<file path="src/rtl/mac_act_collector.sv">
// Activation/collection stage after the adder array: ReLU (or leaky ReLU when
// LEAKY_RELU_EN is defined), a show-ahead FIFO, valid/ready output and per-layer neuron accounting.
module mac_act_collector #(
    parameter int D_LEN      = 32,
    parameter int EXP_W      = 8,
    parameter int MAN_W      = 23,
    parameter int DEPTH      = 8,
    parameter int CNT_W      = 10,
    parameter int LEAK_SHIFT = 3
) (
    input  logic                     clk,
    input  logic                     rst_n,
    input  logic                     layer_start,
    input  logic [CNT_W-1:0]         neuron_total,
    input  logic                     mac_valid,
    input  logic [D_LEN-1:0]         mac_in,
    output logic                     out_valid,
    input  logic                     out_ready,
    output logic [D_LEN-1:0]         out_data,
    output logic [$clog2(DEPTH):0]   fifo_level,
    output logic                     busy,
    output logic                     layer_done,
    output logic                     overflow_err,
    output logic [1:0]               state_o
);

    localparam int AW = $clog2(DEPTH);

    typedef enum logic [1:0] {S_IDLE, S_RUN, S_DRAIN, S_DONE} state_e;

    state_e             state_q, state_d;
    logic [CNT_W-1:0]   total_q, total_d;
    logic [CNT_W-1:0]   acc_cnt_q, acc_cnt_d;
    logic               ovf_q, ovf_d;
    logic               act_valid_q;
    logic [D_LEN-1:0]   act_data_q;
    logic [D_LEN-1:0]   mem_q [DEPTH];
    logic [AW-1:0]      wr_ptr_q, rd_ptr_q;
    logic [AW:0]        level_q;
    logic [AW+1:0]      occupancy;
    logic               room, beat, accept, push, pop;
    logic [D_LEN-1:0]   act_in;

    function automatic logic [D_LEN-1:0] activate(input logic [D_LEN-1:0] x);
`ifdef LEAKY_RELU_EN
        logic [EXP_W-1:0] e;
        e = x[D_LEN-2 -: EXP_W];
        activate = x;
        if (x[D_LEN-1]) begin
            // inf/NaN keep their encoding; small magnitudes underflow to +0
            if (e == '1)
                activate = x;
            else if (e > EXP_W'(LEAK_SHIFT))
                activate = {1'b1, e - EXP_W'(LEAK_SHIFT), x[MAN_W-1:0]};
            else
                activate = '0;
        end
`else
        activate = x[D_LEN-1] ? '0 : x;
`endif
    endfunction

`ifndef LEAKY_RELU_EN
    logic [31:0] unused_cfg;
    assign unused_cfg = 32'(LEAK_SHIFT + MAN_W + EXP_W);
`endif

    assign act_in = activate(mac_in);

    // The activation register's slot is reserved so a registered result always fits.
    assign occupancy = {1'b0, level_q} + {{(AW + 1){1'b0}}, act_valid_q};
    assign room      = occupancy < (AW + 2)'(DEPTH);
    assign accept    = beat && room;
    assign push      = act_valid_q;
    assign pop       = out_valid && out_ready;

    always_comb begin
        state_d   = state_q;
        total_d   = total_q;
        acc_cnt_d = acc_cnt_q;
        ovf_d     = ovf_q;
        beat      = 1'b0;
        case (state_q)
            S_IDLE: begin
                if (layer_start) begin
                    total_d   = neuron_total;
                    acc_cnt_d = '0;
                    ovf_d     = 1'b0;
                    state_d   = (neuron_total == '0) ? S_DONE : S_RUN;
                end
            end
            S_RUN: begin
                if (acc_cnt_q == total_q) begin
                    state_d = S_DRAIN;
                end else if (mac_valid) begin
                    // A dropped beat still counts so the layer always terminates.
                    beat      = 1'b1;
                    acc_cnt_d = acc_cnt_q + CNT_W'(1);
                    if (!room) ovf_d = 1'b1;
                end
            end
            S_DRAIN: begin
                if (!act_valid_q && level_q == '0) state_d = S_DONE;
            end
            S_DONE:  state_d = S_IDLE;
            default: state_d = S_IDLE;
        endcase
    end

    always_ff @(posedge clk or negedge rst_n) begin
        if (!rst_n) begin
            state_q     <= S_IDLE;
            total_q     <= '0;
            acc_cnt_q   <= '0;
            ovf_q       <= 1'b0;
            act_valid_q <= 1'b0;
            act_data_q  <= '0;
            wr_ptr_q    <= '0;
            rd_ptr_q    <= '0;
            level_q     <= '0;
        end else begin
            state_q     <= state_d;
            total_q     <= total_d;
            acc_cnt_q   <= acc_cnt_d;
            ovf_q       <= ovf_d;
            act_valid_q <= accept;
            if (accept) act_data_q <= act_in;
            if (push)   wr_ptr_q   <= wr_ptr_q + AW'(1);
            if (pop)    rd_ptr_q   <= rd_ptr_q + AW'(1);
            case ({push, pop})
                2'b10:   level_q <= level_q + (AW + 1)'(1);
                2'b01:   level_q <= level_q - (AW + 1)'(1);
                default: level_q <= level_q;
            endcase
        end
    end

    always_ff @(posedge clk) begin
        if (push) mem_q[wr_ptr_q] <= act_data_q;
    end

    assign out_valid    = (level_q != '0);
    assign out_data     = out_valid ? mem_q[rd_ptr_q] : '0;
    assign fifo_level   = level_q;
    assign busy         = (state_q != S_IDLE);
    assign layer_done   = (state_q == S_DONE);
    assign overflow_err = ovf_q;
    assign state_o      = state_q;

endmodule

</file>
<file path="config.mk">
export PLATFORM = sky130hd
export DESIGN_NAME = mac_act_collector
export DESIGN_NICKNAME = d
export VERILOG_FILES = /design/src/rtl/mac_act_collector.sv
export SDC_FILE = /design/constraint.sdc
export NUM_CORES = 1
export LEC_CHECK = 0
export ABC_AREA = 1
export ABC_CLOCK_PERIOD_IN_PS = 4700
export CAP_MARGIN = 20
export CORE_ASPECT_RATIO = 0.6
export CORE_UTILIZATION = 28
export CTS_CLUSTER_SIZE = 40
export DETAILED_ROUTE_END_ITERATION = 16
export SLEW_MARGIN = 25
export SYNTH_ARGS = -nofsm -noshare
export SYNTH_HDL_FRONTEND = slang
export SYNTH_SLANG_ARGS = --single-unit
</file>
<file path="constraint.sdc">
create_clock -name clk -period 4.7 [get_ports clk]
set_input_delay 0.94 -clock clk [delete_from_list [all_inputs] [get_ports clk]]
set_output_delay 0.94 -clock clk [all_outputs]
set_load 0.005 [all_outputs]
</file>
### Yosys cells after proc, flatten, opt, wreduce, memory -nomap -nowiden

Memories as Yosys holds them, arrays and structs flattened.
Index checks and enable logic that the tools add are counted.

| cells by class | value |
|---|---|
| add/subtract/negate cells | 6 |
| multiply operators | 0 |
| div/mod/pow operators | 0 |
| $lt $le $gt $ge | 1 |
| equal/unequal tests | 12 |
| shift-type cells | 0 |
| mux-type cells | 22 |
| bitwise operators | 0 |
| reductions and logical operators | 15 |

Operator list:

| kind | count |
|---|---|
| $mux W32 | 1 |
| $mux W31 | 1 |
| $mux W10 | 3 |
| $pmux W10 S2 | 1 |
| $ne A2 B2 Y1 const B | 6 |
| $add A10 B1 Y10 const B | 1 |
| $eq A10 B10 Y1 | 1 |
| $logic_not A10 Y1 | 1 |
| $mux W1 | 9 |
| $mux W2 | 4 |
| $pmux W2 S4 | 1 |
| $pmux W4 S2 | 1 |
| $add A3 B1 Y3 const B | 2 |
| $eq A2 B2 Y1 const B | 3 |
| $reduce_bool A2 Y1 | 3 |
| $add A4 B1 Y5 | 1 |
| $lt A5 B4 Y1 const B | 1 |
| $reduce_and A5 Y1 | 1 |
| $add A4 B1 Y4 const B | 1 |
| $eq A2 B1 Y1 const B | 2 |
| $logic_not A4 Y1 | 1 |
| $reduce_and A4 Y1 | 1 |
| $reduce_bool A4 Y1 | 1 |
| $sub A4 B1 Y4 const B | 1 |
| other kinds (6) | 8 |

| storage, ports and cells | value |
|---|---|
| register bits | 66 |
| latch bits | 0 |
| RAM bits | 256 |
| memory bits (read-only) | 0 |
| output and inout port bits | 42 |
| word-level logic and storage cells | 66 |
| memories kept | 1 |

Memories:

| name | words | bits a word | rd ports | clocked after Yosys merged registers in | wr ports | line | RTL |
|---|---|---|---|---|---|---|---|
| mem_q | 8 | 32 | 1 | 0 | 1 | 37 | `logic [D_LEN-1:0] mem_q [DEPTH];` |

### Depth between registers and ports, before layout

| depth | value |
|---|---|
| word-level depth | 6 |
| mapped depth | 11 |
| mapped depth without buffers | 11 |

### Worst setup path after synthesis

OpenSTA, ideal clock, no wires.

| timing | value |
|---|---|
| path type | register to register |
| start | reg act_valid_q |
| end | mem mem_q[0][0] (enable) |
| library setup time | 419 ps |
| data arrival time | 2127 ps |
| data required time | 4281 ps |
| path slack | 2155 ps |
| cell stages (with the launch flop) | 4 |
| buffers on the path | 0 |
| cell sequence | dfrtp_1 inv_1 or2_2 nor2_1 |

| between the ends | value |
|---|---|
| cells in the longest elaborated chain, start to end | 2 |

RTL lines:

| element | line | RTL |
|---|---|---|
| from (decl) | 35 | `logic act_valid_q;` |
| from (signal assigned) | 126 | `act_valid_q <= accept;` |
| $mux W1 | 139 | `if (push) mem_q[wr_ptr_q] <= act_data_q;` |
| $mux W1 (not written as such) | 139 |  |
| to (decl) | 37 |  |

Every way passes these cells.

### Worst setup path after layout

| timing | value |
|---|---|
| start | reg rd_ptr_q[0] |
| end | out out_data[8] |

| between the ends | value |
|---|---|
| cells in the longest elaborated chain, start to end | 2 |

RTL lines:

| element | line | RTL |
|---|---|---|
| from (decl) | 38 | `logic [AW-1:0] wr_ptr_q, rd_ptr_q;` |
| from (signal assigned) | 129 | `if (pop) rd_ptr_q <= rd_ptr_q + AW'(1);` |
| $mem_v2 Z8 W32 | n/a |  |
| $mux W32 | 143 | `assign out_data = out_valid ? mem_q[rd_ptr_q] : '0;` |
| to (decl) | 19 | `output logic [D_LEN-1:0] out_data,` |

Every way passes these cells.

==> results.tsv <==
stage	metric	value	unit
worst_setup_path	WP data arrival	3.10	ns
global_routing	first-pass GRT wire length	47500	um
worst_hold_path	Hold Crit Class	input pin to async pin	
worst_setup_path	Critical Path End Type	primary output	
timing	f_max	247	MHz
worst_setup_path	CP Data Required Time	3.76	ns
global_routing	GRT overflow	0	
placement	Detailed Place HPWL	18200	um
flow_run	Max-Cap Viols	0	
cts	post-CTS setup buffers	0	
placement	dpl cells	1768	
floorplanning	Die Area	47600	sq um
finish	# fillers	4433	
timing	setup total negative slack	0	ns
cts	clock latency at the later pin of the worst-skew pair	0.58	ns
worst_setup_path	crit start category	flip-flop	
power	Pleak	5.51	nW
finish	share of cells above drive strength 1	9.98	%
floorplanning	Core Region	45400	sq um
power	PD cells	613	nW/um^2
route	DRT Wirelength	31000	um
route	DR WL/cell	17.0	um
timing	Tightest Pin Transition	0.763	ns
worst_setup_path	Crit Path Category	flip-flop to primary output	
yosys	Ys Warns	0	
cts	CTS tree	done	
finish	Ant. Diodes	0	
placement	Place WS	1.26	ns
cts	Root Driver	clkbuf_16	
timing	min Tclk post-route	4.04	ns
timing	fin crit share	86.0	%
global_routing	largest net degree at the start of global routing	105	
timing	final slew viol count	0	
yosys	Post-synth EDFFs	248	
floorplanning	Initial Util	28.8	%
finish	Area Growth Syn to Fin	19.4	%
worst_setup_path	Critical Path Fanout Max	62	
floorplanning	Die H	169	um
route	drt first pass iters	5	
finish	area of the multi-input gates	3550	sq um
timing	Slew HR	49.1	%
timing	unrepaired setup endpoints after global routing	no	
yosys	asr flop ratio synth	20.8	%
power	sw frac	34.9	%
route	ANT nets after route	0	
cts	CTS Hold Bufs	0	
power	clock share of power	25.6	%
cts	clock-pin slew of the registers on the worst-case setup and hold paths	0.07	ns
placement	GPL Wtd Cong	0.757	
placement	dpl cell area	14600	sq um
power	Seq pwr share	40.5	%
timing	WHS	0.382	ns
yosys	register area share after synthesis	69.5	%
cts	post-CTS sizing	0	
cts	CTS max path bufs	3	
yosys	synthesized area per cell	11.8	sq um
status	outcome	complete, no violations	
yosys	Synth Flop Type	edfxtp_1	
power	share of total power in combinational logic	33.9	%
global_routing	initial antenna violation count	0	
timing	Setup WS post-layout	0.656	ns
yosys	Cell Area, Synth	13100	sq um
timing	setup violators final	0	
floorplanning	die width	281	um
global_routing	number of global-route vias before repair	7800	
finish	Final Cell Area	15600	sq um
floorplanning	FP Rows	60	
finish	Final Util	34.4	%
finish	most common cell after layout, fill and taps aside	nor2_1	
global_routing	Total GRT Usage	13.0	%
route	via count	8327	
finish	final cell count without fillers	1823	
floorplanning	I/O pin count	89	
yosys	flops & latches, synth	313	
power	Max IR drop VDD	345	uV
yosys	synth unique cells	33	
placement	# port buffers	87	
finish	Reg area	9080	sq um
power	switching power	3.33	mW
timing	endpoints failing hold	0	
finish	most frequent cells in the layout	nor2_1 (262), edfxtp_1 (248), nand2_1 (136)	
route	drt drc	0	
power	Overall Power	9.56	mW
finish	# nets final	1238	
yosys	Net Count, Synth	1166	
cts	CTS sink cnt	313	
route	1st-iter DRT viols	758	
timing	worst clock skew	0.0300	ns
route	Via density	4.57	
cts	Num CTS Buffers	29	
cts	H-Tree Depth	1	
yosys	Gate Count Post-Synth	1108	
power	internal power	6.23	mW
state kept, by name, summed over array words and instances, names as in the netlist:
signal,count
mem_q,248
overflow_err,1
fifo_level,4
wr_ptr_q,3
act_data_q,31
acc_cnt_q,10
act_valid_q,1
rd_ptr_q,3
total_q,10
state_o,2
cells in the mapped netlist, types with 2 or more instances:
cell	n	share of area, %
dfrtp_1	65	12
o21ai_2	35	2.3
xnor2_1	6	0.40
o32ai_1	62	4.2
nand4_1	8	0.38
ha_1	11	1.1
nand3_2	2	0.15
o21ai_0	120	4.6
clkbuf_1	36	1.0
xor2_1	7	0.47
nand3_1	12	0.46
inv_1	42	1.2
buf_2	15	0.57
inv_2	2	0.057
a21oi_1	4	0.15
nor2_1	270	7.8
nand2_1	136	3.9
buf_6	7	0.60
or2_2	2	0.096
edfxtp_1	248	57
buf_4	3	0.17
nor3_1	2	0.077
buf_1	3	0.086
cells by family after synthesis:
logic type               synth area share (%)
XOR/XNOR                                0.871
other                                  0.0287
AO/OA/AOI/OAI                            11.6
flip-flops                               69.5
AND/OR/NAND/NOR                          13.2
adder cells (fa/ha/maj)                  1.05
buffers and inverters                    3.85
power by group through the flow:
stage / logic, mW / clock network [mW] / registers, mW
6_report: 3.24 / 2.45 / 3.87
2_1_floorplan: 2.00 / 0 / 3.76
3_5_place_dp: 3.18 / 0 / 4.02
5_1_grt: 3.62 / 2.59 / 3.94
4_1_cts: 3.20 / 2.50 / 3.96
3_3_place_gp: 3.15 / 0 / 3.99
critical path, stage by stage, from the launching register on:
cell and delay [ns]:
dfrtp_4 0.50, inv_4 0.49, buf_12 0.31, nor2_1 0.07, o32ai_1 0.26, nor2_1 0.11
nor2_1 0.21, clkdlybuf4s50_1 0.54
routing by layer:
layer	vias up	global-route usage [%]	routed length (um)
li1	4055	-	-
met1	4047	19.2	15200
met2	184	20.1	14000
met3	41	2.05	1360
met4	0	2.76	524
met5	-	0	0
path summary, 6_finish.rpt:
kind / endpoint / cells past startpoint / slack, ns / from
setup / recovery: out_data[8] / 7 / 0.66 / rd_ptr_q[0]
hold / removal: act_data_q[14] / 1 / 0.38 / rst_n
setup reg to reg: act_data_q[6] / 7 / 2.29 / state_o[1]
hold reg to reg: overflow_err / 2 / 0.49 / overflow_err
max in group asynchronous: rd_ptr_q[0] / 1 / 3.75 / rst_n
min in group clk: overflow_err / 2 / 0.49 / overflow_err
layout make-up:
class | instances | area share (%)
timing repair buffer | 106 | 6.71
sequential | 313 | 58.2
clock inverter | 18 | 1.33
inverter | 44 | 1.07
multi-input combinational | 686 | 22.8
tap | 620 | 4.97
clock buffer | 36 | 4.95
(Power assumes the default switching activity.)
